===== src/rtl/apb_pkg.sv =====
// Shared APB types and widths for the 2:1 arbiter and its round-robin helper.
// AW/DW here are the widths of the request struct.
package apb_pkg;

   localparam int APB_AW     = 32;
   localparam int APB_DW     = 32;
   localparam int APB_PSEL_W = 4;
   localparam int PPROT_W    = 3;

   typedef enum logic [1:0] {
      IDLE   = 2'd0,
      SETUP  = 2'd1,
      ACCESS = 2'd2
   } apb_arb_state_e;

   typedef struct packed {
      logic [APB_AW-1:0]     paddr;
      logic [PPROT_W-1:0]    pprot;
      logic [APB_PSEL_W-1:0] pselx;
      logic                  pwrite;
      logic [APB_DW-1:0]     pwdata;
      logic [APB_DW/8-1:0]   pstrb;
   } apb_req_t;

   // A port is requesting when any of its select lines is set.
   function automatic logic psel_active(input logic [APB_PSEL_W-1:0] sel);
      return |sel;
   endfunction

endpackage


===== src/rtl/apb_arbiter_2to1_rr_arbiter2.sv =====
// Two-way round-robin arbiter: combinational one-hot grant, last winner remembered
// on 'advance'. After reset the last winner is port 1, so port 0 wins first.
module rr_arbiter2 (
   input  logic       clock,
   input  logic       resetn,
   input  logic [1:0] req,
   input  logic       advance,
   output logic [1:0] grant
);

   logic [1:0] last_grant_q;
   logic [1:0] last_grant_d;

   always_comb begin
      grant = 2'b00;
      case (req)
         2'b01:   grant = 2'b01;
         2'b10:   grant = 2'b10;
         2'b11:   grant = last_grant_q[0] ? 2'b10 : 2'b01;
         default: grant = 2'b00;
      endcase
   end

   always_comb begin
      last_grant_d = last_grant_q;
      if (advance && (grant != 2'b00)) begin
         last_grant_d = grant;
      end
   end

   always_ff @(posedge clock or negedge resetn) begin
      if (!resetn) begin
         last_grant_q <= 2'b10;
      end else begin
         last_grant_q <= last_grant_d;
      end
   end

endmodule


===== src/rtl/apb_arbiter_2to1.sv =====
// 2:1 APB arbiter: s00/s01 share m00, one transfer in flight, round-robin grant.
// Winning request is registered in IDLE, replayed as SETUP then ACCESS downstream.
module apb_arbiter_2to1
   import apb_pkg::*;
#(
   parameter int AW = APB_AW,   // must match apb_pkg::APB_AW
   parameter int DW = APB_DW    // must match apb_pkg::APB_DW
) (
   input  logic                  clock,
   input  logic                  resetn,

   input  logic [AW-1:0]         s00_paddr,
   input  logic [PPROT_W-1:0]    s00_pprot,
   input  logic [APB_PSEL_W-1:0] s00_pselx,
   input  logic                  s00_penable,
   input  logic                  s00_pwrite,
   input  logic [DW-1:0]         s00_pwdata,
   input  logic [DW/8-1:0]       s00_pstrb,
   output logic                  s00_pready,
   output logic                  s00_pslverr,
   output logic [DW-1:0]         s00_prdata,

   input  logic [AW-1:0]         s01_paddr,
   input  logic [PPROT_W-1:0]    s01_pprot,
   input  logic [APB_PSEL_W-1:0] s01_pselx,
   input  logic                  s01_penable,
   input  logic                  s01_pwrite,
   input  logic [DW-1:0]         s01_pwdata,
   input  logic [DW/8-1:0]       s01_pstrb,
   output logic                  s01_pready,
   output logic                  s01_pslverr,
   output logic [DW-1:0]         s01_prdata,

   output logic [AW-1:0]         m00_paddr,
   output logic [PPROT_W-1:0]    m00_pprot,
   output logic [APB_PSEL_W-1:0] m00_pselx,
   output logic                  m00_penable,
   output logic                  m00_pwrite,
   output logic [DW-1:0]         m00_pwdata,
   output logic [DW/8-1:0]       m00_pstrb,
   input  logic                  m00_pready,
   input  logic                  m00_pslverr,
   input  logic [DW-1:0]         m00_prdata
);

   apb_arb_state_e        state_q, state_d;
   apb_req_t              req_q, req_d;
   logic [1:0]            gnt_q, gnt_d;
   logic [APB_PSEL_W-1:0] psel_q, psel_d;
   logic                  penable_q, penable_d;

   apb_req_t   up_req [2];
   logic [1:0] arb_req;
   logic [1:0] arb_grant;
   logic       arb_advance;
   apb_req_t   win_req;

   logic          up_pready  [2];
   logic          up_pslverr [2];
   logic [DW-1:0] up_prdata  [2];

   // Upstream penable carries no information here: psel alone is the request.
   logic penable_unused;
   assign penable_unused = &{1'b0, s00_penable, s01_penable};

   assign up_req[0] = '{paddr: s00_paddr, pprot: s00_pprot, pselx: s00_pselx,
                        pwrite: s00_pwrite, pwdata: s00_pwdata, pstrb: s00_pstrb};
   assign up_req[1] = '{paddr: s01_paddr, pprot: s01_pprot, pselx: s01_pselx,
                        pwrite: s01_pwrite, pwdata: s01_pwdata, pstrb: s01_pstrb};

   genvar gi;
   generate
      for (gi = 0; gi < 2; gi++) begin : g_req
         assign arb_req[gi] = psel_active(up_req[gi].pselx);
      end
   endgenerate

   assign arb_advance = (state_q == IDLE);
   assign win_req     = arb_grant[1] ? up_req[1] : up_req[0];

   rr_arbiter2 u_rr (
      .clock   (clock),
      .resetn  (resetn),
      .req     (arb_req),
      .advance (arb_advance),
      .grant   (arb_grant)
   );

   always_comb begin
      state_d   = state_q;
      req_d     = req_q;
      gnt_d     = gnt_q;
      psel_d    = psel_q;
      penable_d = penable_q;
      case (state_q)
         IDLE: begin
            if (arb_req != 2'b00) begin
               state_d = SETUP;
               req_d   = win_req;
               gnt_d   = arb_grant;
               psel_d  = win_req.pselx;
            end
         end
         SETUP: begin
            state_d   = ACCESS;
            penable_d = 1'b1;
         end
         ACCESS: begin
            if (m00_pready) begin
               state_d   = IDLE;
               gnt_d     = 2'b00;
               psel_d    = '0;
               penable_d = 1'b0;
            end
         end
         default: begin
            state_d   = IDLE;
            gnt_d     = 2'b00;
            psel_d    = '0;
            penable_d = 1'b0;
         end
      endcase
   end

   always_ff @(posedge clock or negedge resetn) begin
      if (!resetn) begin
         state_q   <= IDLE;
         req_q     <= '0;
         gnt_q     <= 2'b00;
         psel_q    <= '0;
         penable_q <= 1'b0;
      end else begin
         state_q   <= state_d;
         req_q     <= req_d;
         gnt_q     <= gnt_d;
         psel_q    <= psel_d;
         penable_q <= penable_d;
      end
   end

   // Address/control/data hold their last value in IDLE; only psel/penable drop.
   assign m00_paddr   = req_q.paddr;
   assign m00_pprot   = req_q.pprot;
   assign m00_pwrite  = req_q.pwrite;
   assign m00_pwdata  = req_q.pwdata;
   assign m00_pstrb   = req_q.pstrb;
   assign m00_pselx   = psel_q;
   assign m00_penable = penable_q;

   generate
      for (gi = 0; gi < 2; gi++) begin : g_resp
         logic served;
         assign served          = (state_q == ACCESS) && gnt_q[gi];
         assign up_pready[gi]   = served & m00_pready;
         assign up_pslverr[gi]  = served & m00_pready & m00_pslverr;
         assign up_prdata[gi]   = (served && m00_pready && !req_q.pwrite) ? m00_prdata : '0;
      end
   endgenerate

   assign s00_pready  = up_pready[0];
   assign s00_pslverr = up_pslverr[0];
   assign s00_prdata  = up_prdata[0];
   assign s01_pready  = up_pready[1];
   assign s01_pslverr = up_pslverr[1];
   assign s01_prdata  = up_prdata[1];

endmodule


===== config.mk =====
export PLATFORM = sky130hd
export DESIGN_NAME = apb_arbiter_2to1
export DESIGN_NICKNAME = d
export VERILOG_FILES = /design/src/rtl/apb_pkg.sv /design/src/rtl/apb_arbiter_2to1_rr_arbiter2.sv /design/src/rtl/apb_arbiter_2to1.sv
export SDC_FILE = /design/constraint.sdc
export NUM_CORES = 1
export LEC_CHECK = 0
export CAP_MARGIN = 10
export CORE_AREA = 2 2 129 131
export CTS_CLUSTER_DIAMETER = 60
export DETAILED_ROUTE_END_ITERATION = 16
export DIE_AREA = 0 0 131 133
export GPL_TIMING_DRIVEN = 0
export PLACE_DENSITY_LB_ADDON = 0.12
export SETUP_SLACK_MARGIN = 0.1
export SLEW_MARGIN = 20
export SYNTH_ARGS = -nofsm -noshare
export SYNTH_HDL_FRONTEND = slang
export SYNTH_SLANG_ARGS = --single-unit

===== constraint.sdc =====
create_clock -name clock -period 2.3 [get_ports clock]
set_clock_uncertainty 0.05 [all_clocks]
set_input_delay 0.345 -clock clock [delete_from_list [all_inputs] [get_ports clock]]
set_output_delay 0.345 -clock clock [all_outputs]
set_load 0.1 [all_outputs]

==> flow_summary.json, run 1 <==
{
  "status": "finished with violations",
  "violations": "setup timing",
  "syn_nets": 695,
  "cts_tree": "done",
  "synth.area.top_cells": "dfrtp_1, nand2_1, a31oi_1",
  "first_pass_iters": 5,
  "fin_ws_ns": -0.0269,
  "num_rows": 47,
  "setup_viol": 29,
  "irDropWorstVdd_uv": 987,
  "max_freq_mhz": 430,
  "crit_path_end": "s01_prdata[1]",
  "detail_route.wl_per_cell_um": 17.6,
  "synth-seq-cells": 82,
  "ios": 335,
  "place_area_um2": 8050,
  "yosysTopAreaCell": "dfrtp_1",
  "critical_path_class": "register to output port",
  "fp.coreArea_um2": 16200,
  "endpoint_kind": "output port",
  "r2r_start": "state_q[0]",
  "drc": 0,
  "max_cap_viol_count": 0,
  "max_slew_margin_pct": 32.2,
  "worstPathMaxFanout": 5,
  "fin_util_pct": 56.4,
  "cts_max_level": 3,
  "p_per_area_nw_per_um2": 1530,
  "fin_nets": 1053,
  "numCtsBuffers": 9,
  "period_share_pct": 101,
  "place_hpwl_um": 14100,
  "ff2ff_path_depth": 7,
  "vias": 4972,
  "r2r_end": "m00_pwdata[20]",
  "syn-cell-area_um2": 4270,
  "clk_pin_slew_ns": 0.06,
  "ys.warnings.count": 0,
  "gp_congestion": 0.777,
  "root_buffer": "clkbuf_16",
  "grt_overflow_total": 0,
  "crit_required_ns": 1.90,
  "die_w_um": 131,
  "diodes": 0,
  "syn_inst": 505,
  "layout_commonest_cell": "clkdlybuf4s50_1",
  "grt_pass1_wl_um": 28600,
  "finalHoldViolCount": 0,
  "grt_setup_unrepaired": "yes",
  "drv_slew": 0,
  "yosysSeqAreaShare_pct": 48.1,
  "antenna_found_initial": 0,
  "p_leak_nw": 3.94,
  "cp-start-kind": "register",
  "cts.sinks": 82,
  "worst_pin_slew_ns": 1.02,
  "clk_path_buf_depth": 2,
  "grt_pass1_vias": 5066,
  "startpoint": "state_q[0]",
  "fin_area_um2": 9120,
  "clock_latency_ns": 0.34,
  "die_h_um": 133,
  "grt_max_degree": 43,
  "synth_top_cell_area_share_pct": 48.1,
  "drtIter0Drc": 172,
  "synth_cell_types": 26,
  "dp_slack_ns": -1.23,
  "r2r_slack_ns": 0.41,
  "syn_area_per_cell_um2": 8.45,
  "via_per_inst": 4.57,
  "whs_ns": 0.425,
  "grt.total_usage_pct": 21.3,
  "initial_core_util_pct": 26.4,
  "post-route-min-period_ns": 2.33,
  "antenna_left": 0,
  "critical_path_arrival_ns": 1.93,
  "wl_um": 19100,
  "io_buffers": 332,
  "die-area_um2": 17400,
  "final_cell_mix": "clkdlybuf4s50_1, nand2_1, dfrtp_1, dlygate4sd2_1, nor2_1",
  "fillers": 1456,
  "syn2layout_area_growth_pct": 114,
  "timing.setup.tns_ns": -0.274,
  "hp-class": "input port to register",
  "drive_above_1_share_pct": 23.5
}
## power by group
| part | switching [mW] | internal (mW) |
|---|---|---|
| combinational | 7.59 | 2.28 |
| clock | 0.619 | 0.886 |
| sequential | 0.388 | 2.20 |
| total | 8.60 | 5.36 |
## critical path: stages (launching register included)
cell and delay, ns:
dfrtp_1 0.37, and3b_2 0.26, and2_4 0.15, nor2b_4 0.22
buf_6 0.16, buf_8 0.11, and2_4 0.15, buf_12 0.17
## cell families after synthesis
group                  count (synthesis)  share of synthesized area (%)
multiplexers                           1                          0.264
flip-flops                            82                           48.1
AO/OA/AOI/OAI                         89                           14.0
buffers and inverters                 38                           6.78
AND/OR/NAND/NOR                      295                           30.9
## worst min-delay path by stage
| stage | from | to | slack, ns | depth (start not counted) |
|---|---|---|---|---|
| 2_1_floorplan | resetn | gnt_q[0] | -0.0006 | 0 |
| 3_3_place_gp | m00_penable | m00_penable | 0.42 | 1 |
| 3_5_place_dp | resetn | m00_paddr[8] | 0.33 | 1 |
| 4_1_cts | m00_pready | m00_penable | 0.40 | 3 |
| 5_1_grt | m00_pready | m00_penable | 0.46 | 3 |
| 6_report | m00_pready | m00_penable | 0.42 | 3 |
## flip-flops by register name (all words and copies together), names as in the netlist
name,count
m00_pwrite,1
gnt_q,2
m00_penable,1
u_rr.last_grant_q,1
m00_pstrb,4
m00_paddr,32
m00_pselx,4
state_q,2
m00_pprot,3
m00_pwdata,32
## metrics by stage
stage	instances	power, mW
after global placement	1057	12.8
after detailed placement	1058	12.9
after floorplan	505	10.2
final	1088	14.0
after global routing	1088	14.7
after CTS	1084	14.1
## area by class of cell
class / instances / area (um2) / area share, %
Tap cell: 220 / 275 / 3.02
Clock buffer: 10 / 239 / 2.62
Clock inverter: 6 / 72.6 / 0.796
Multi-Input combinational cell: 385 / 2100 / 23.0
Buffer: 38 / 357 / 3.91
Timing Repair Buffer: 347 / 4030 / 44.1
Sequential cell: 82 / 2050 / 22.5
## cell usage after synthesis
cell        n
nor2_1     75
or4_4       1
o21a_1      2
o21ai_0     1
buf_6       7
dfrtp_1    82
nor4_1      1
a31o_2      1
or2_2       1
nor4_4      1
mux2_2      1
o21ai_4     1
clkbuf_1   13
a22o_1     10
buf_8       7
and3_1      2
nand2_1   145
a21boi_1    1
buf_4       1
a31oi_1    72
buf_1       1
buf_2       9
and2_1     66
a21oi_1     1
and3b_1     1
nor2b_1     2
## layer usage
| metal | vias up | share of wire, % | track usage (%) |
|---|---|---|---|
| met5 | - | 0 | 0 |
| met4 | 0 | 2.8 | 7.68 |
| met3 | 37 | 8.6 | 6.19 |
| met2 | 235 | 50 | 36.6 |
| met1 | 2305 | 39 | 25.0 |
| li1 | 2395 | - | - |
## repair_timing
| item | CTS | global route |
|---|---|---|
| pin swaps | 29 | 6 |
| setup endpoints to repair | 145 | 65 |
| cloned | 4 | 1 |
| hold buffers | 1 | 0 |
| endpoints found under the hold margin | 40 | 0 |
| gates resized for setup | 679 | 16 |
| setup buffers | 5 | 4 |
Power figures use the tool's default switching activity.
==> run 2: changes to the inputs <==
==> constraint.sdc (replaced) <==
create_clock -name clock -period 2.3 [get_ports clock]
set_clock_uncertainty 0.05 [all_clocks]
set_input_delay 0.345 -clock clock [delete_from_list [all_inputs] [get_ports clock]]
set_output_delay 0.345 -clock clock [all_outputs]
set_load 0.01 [all_outputs]
==> run 2 against run 1 <==
Against the previous run: the run now ends clean; clock power down 3%; sequential cell count unchanged; first-iteration DRC count is 9.3% higher; sequential share of layout area increased by 1.2 points; combinational power shrank 46%; global-route usage fell by 0.74 points; critical endpoint is now s01_prdata[24]; sequential power barely moved; worst setup slack improved by 0.054 ns; utilization is 3.0 points lower; non-clock buffer count is 8 higher; fmax is 2.4% higher; clock-buffer cell count rose by 2.
==> flow_summary.json, run 2 (same netlist as run 1, synthesis figures left out) <==
{
  "max_cap_viol_count": 0,
  "period_share_pct": 98.8,
  "ios": 335,
  "drtIter0Drc": 188,
  "drive_above_1_share_pct": 21.7,
  "grt_overflow_total": 0,
  "fp.coreArea_um2": 16200,
  "hp-class": "input port to register",
  "critical_path_class": "register to output port",
  "worst_pin_slew_ns": 0.617,
  "vias": 5034,
  "via_per_inst": 4.60,
  "gp_congestion": 0.818,
  "setup_viol": 0,
  "slowest_stage": "dfrtp_1",
  "clk_pin_slew_ns": 0.05,
  "die-area_um2": 17400,
  "crit_required_ns": 1.90,
  "grt_pass1_vias": 4948,
  "clock_latency_ns": 0.34,
  "drc": 0,
  "p_per_area_nw_per_um2": 1090,
  "status": "complete, no violations",
  "max_slew_margin_pct": 58.7,
  "slowest_delay_ns": 0.37,
  "io_buffers": 332,
  "wl_um": 18500,
  "diodes": 0,
  "post-route-min-period_ns": 2.27,
  "timing.setup.tns_ns": 0,
  "fillers": 1471,
  "initial_core_util_pct": 26.4,
  "place_hpwl_um": 14200,
  "numCtsBuffers": 9,
  "cp_common_cell": "buf_6",
  "grt_max_degree": 43,
  "max_freq_mhz": 440,
  "first_pass_iters": 4,
  "endpoint_kind": "output port",
  "antenna_found_initial": 0,
  "whs_ns": 0.397,
  "clk_path_buf_depth": 2,
  "final_cell_mix": "clkdlybuf4s50_1, nand2_1, dfrtp_1, nor2_1, a31oi_1",
  "cts.sinks": 82,
  "finalHoldViolCount": 0,
  "root_buffer": "clkbuf_16",
  "antenna_left": 0,
  "worstPathMaxFanout": 5,
  "layout_commonest_cell": "clkdlybuf4s50_1",
  "cp-start-kind": "register",
  "grt_pass1_wl_um": 27500,
  "place_area_um2": 7890,
  "critical_path_arrival_ns": 1.88,
  "cts_max_level": 3,
  "p_leak_nw": 3.78,
  "fin_util_pct": 53.4,
  "fin_area_um2": 8640,
  "cts_tree": "done",
  "path_cells": "and3b_2 > and2_4 > nor2b_4 > buf_6 > buf_6 > clkbuf_8 > and2_4 > buf_6",
  "grt_setup_unrepaired": "yes",
  "grt.total_usage_pct": 20.5,
  "die_h_um": 133,
  "die_w_um": 131,
  "irDropWorstVdd_uv": 500,
  "syn2layout_area_growth_pct": 103,
  "num_rows": 47,
  "detail_route.wl_per_cell_um": 16.9,
  "fin_nets": 1061,
  "drv_slew": 0
}
[run 2: cell count changes in the layout (fill, tap and decap cells not counted), sizes merged]
| cell | change |
|---|---|
| clkdlybuf4s50 | +80 |
| clkbuf | +5 |
| clkdlybuf4s15 | -1 |
| clkinv | -1 |
| buf | +2 |
| inv | -2 |
| dlygate4sd2 | -77 |
| dlymetal6s2s | +1 |
[run 2: per-layer routing]
| metal | share of wire [%] | vias to the layer above | global-route usage, % |
|---|---|---|---|
| met4 | 2.1 | 0 | 6.80 |
| li1 | - | 2407 | - |
| met1 | 40 | 2379 | 25.2 |
| met2 | 49 | 218 | 34.4 |
| met3 | 9.2 | 30 | 5.90 |
| met5 | 0 | - | 0 |
[run 2: path summary, 6_finish.rpt]
check                            start  cells past startpoint        endpoint  slack, ns
max in group asynchronous       resetn                      3  m00_pwdata[13]       1.10
setup reg to reg            state_q[1]                      7    m00_paddr[2]       0.36
setup / recovery            state_q[0]                      8  s01_prdata[24]       0.03
hold / removal              m00_pready                      3     m00_penable       0.40
min in group asynchronous       resetn                      2    m00_paddr[5]       0.49
hold reg to reg            m00_penable                      1     m00_penable       0.43
[run 2: power by group]
part | switching (mW) | internal [mW] | total [mW]
clock | 0.573 | 0.900 | 1.47
sequential | 0.424 | 2.20 | 2.62
combinational | 2.59 | 2.71 | 5.31
[run 2: cell type report]
type / instances / area, um2 / share of cell area, %
timing repair buffer: 357 / 3620 / 41.9
tap: 220 / 275 / 3.18
sequential: 82 / 2050 / 23.7
clock inverter: 3 / 47.5 / 0.550
multi-input combinational: 385 / 2070 / 23.9
clock buffer: 12 / 256 / 2.97
buffer: 36 / 325 / 3.76
[run 2: worst max-delay path, delay by kind of cell (launching register included)]
family	cells	cell delay, ns
buf+inv	4	0.43
flops	1	0.37
simple gates	4	0.75
[run 2: metrics by stage]
stage               power [mW]  worst slack (ns)  instances
global placement          7.78             -2.33       1057
CTS                       9.52           -0.0411       1096
global route              10.1           -0.0553       1095
finish                    9.40            0.0268       1095
detailed placement        7.90            -0.699       1058
floorplan                 5.23             0.445        505
[run 2: repair_timing]
item | CTS | global route
pin swaps | 25 | 15
cloned | 4 | 0
setup buffers | 18 | 1
hold buffers | 1 | 0
gates resized for setup | 334 | 72
endpoints found under the hold margin | 40 | 0
setup endpoints to repair | 65 | 64
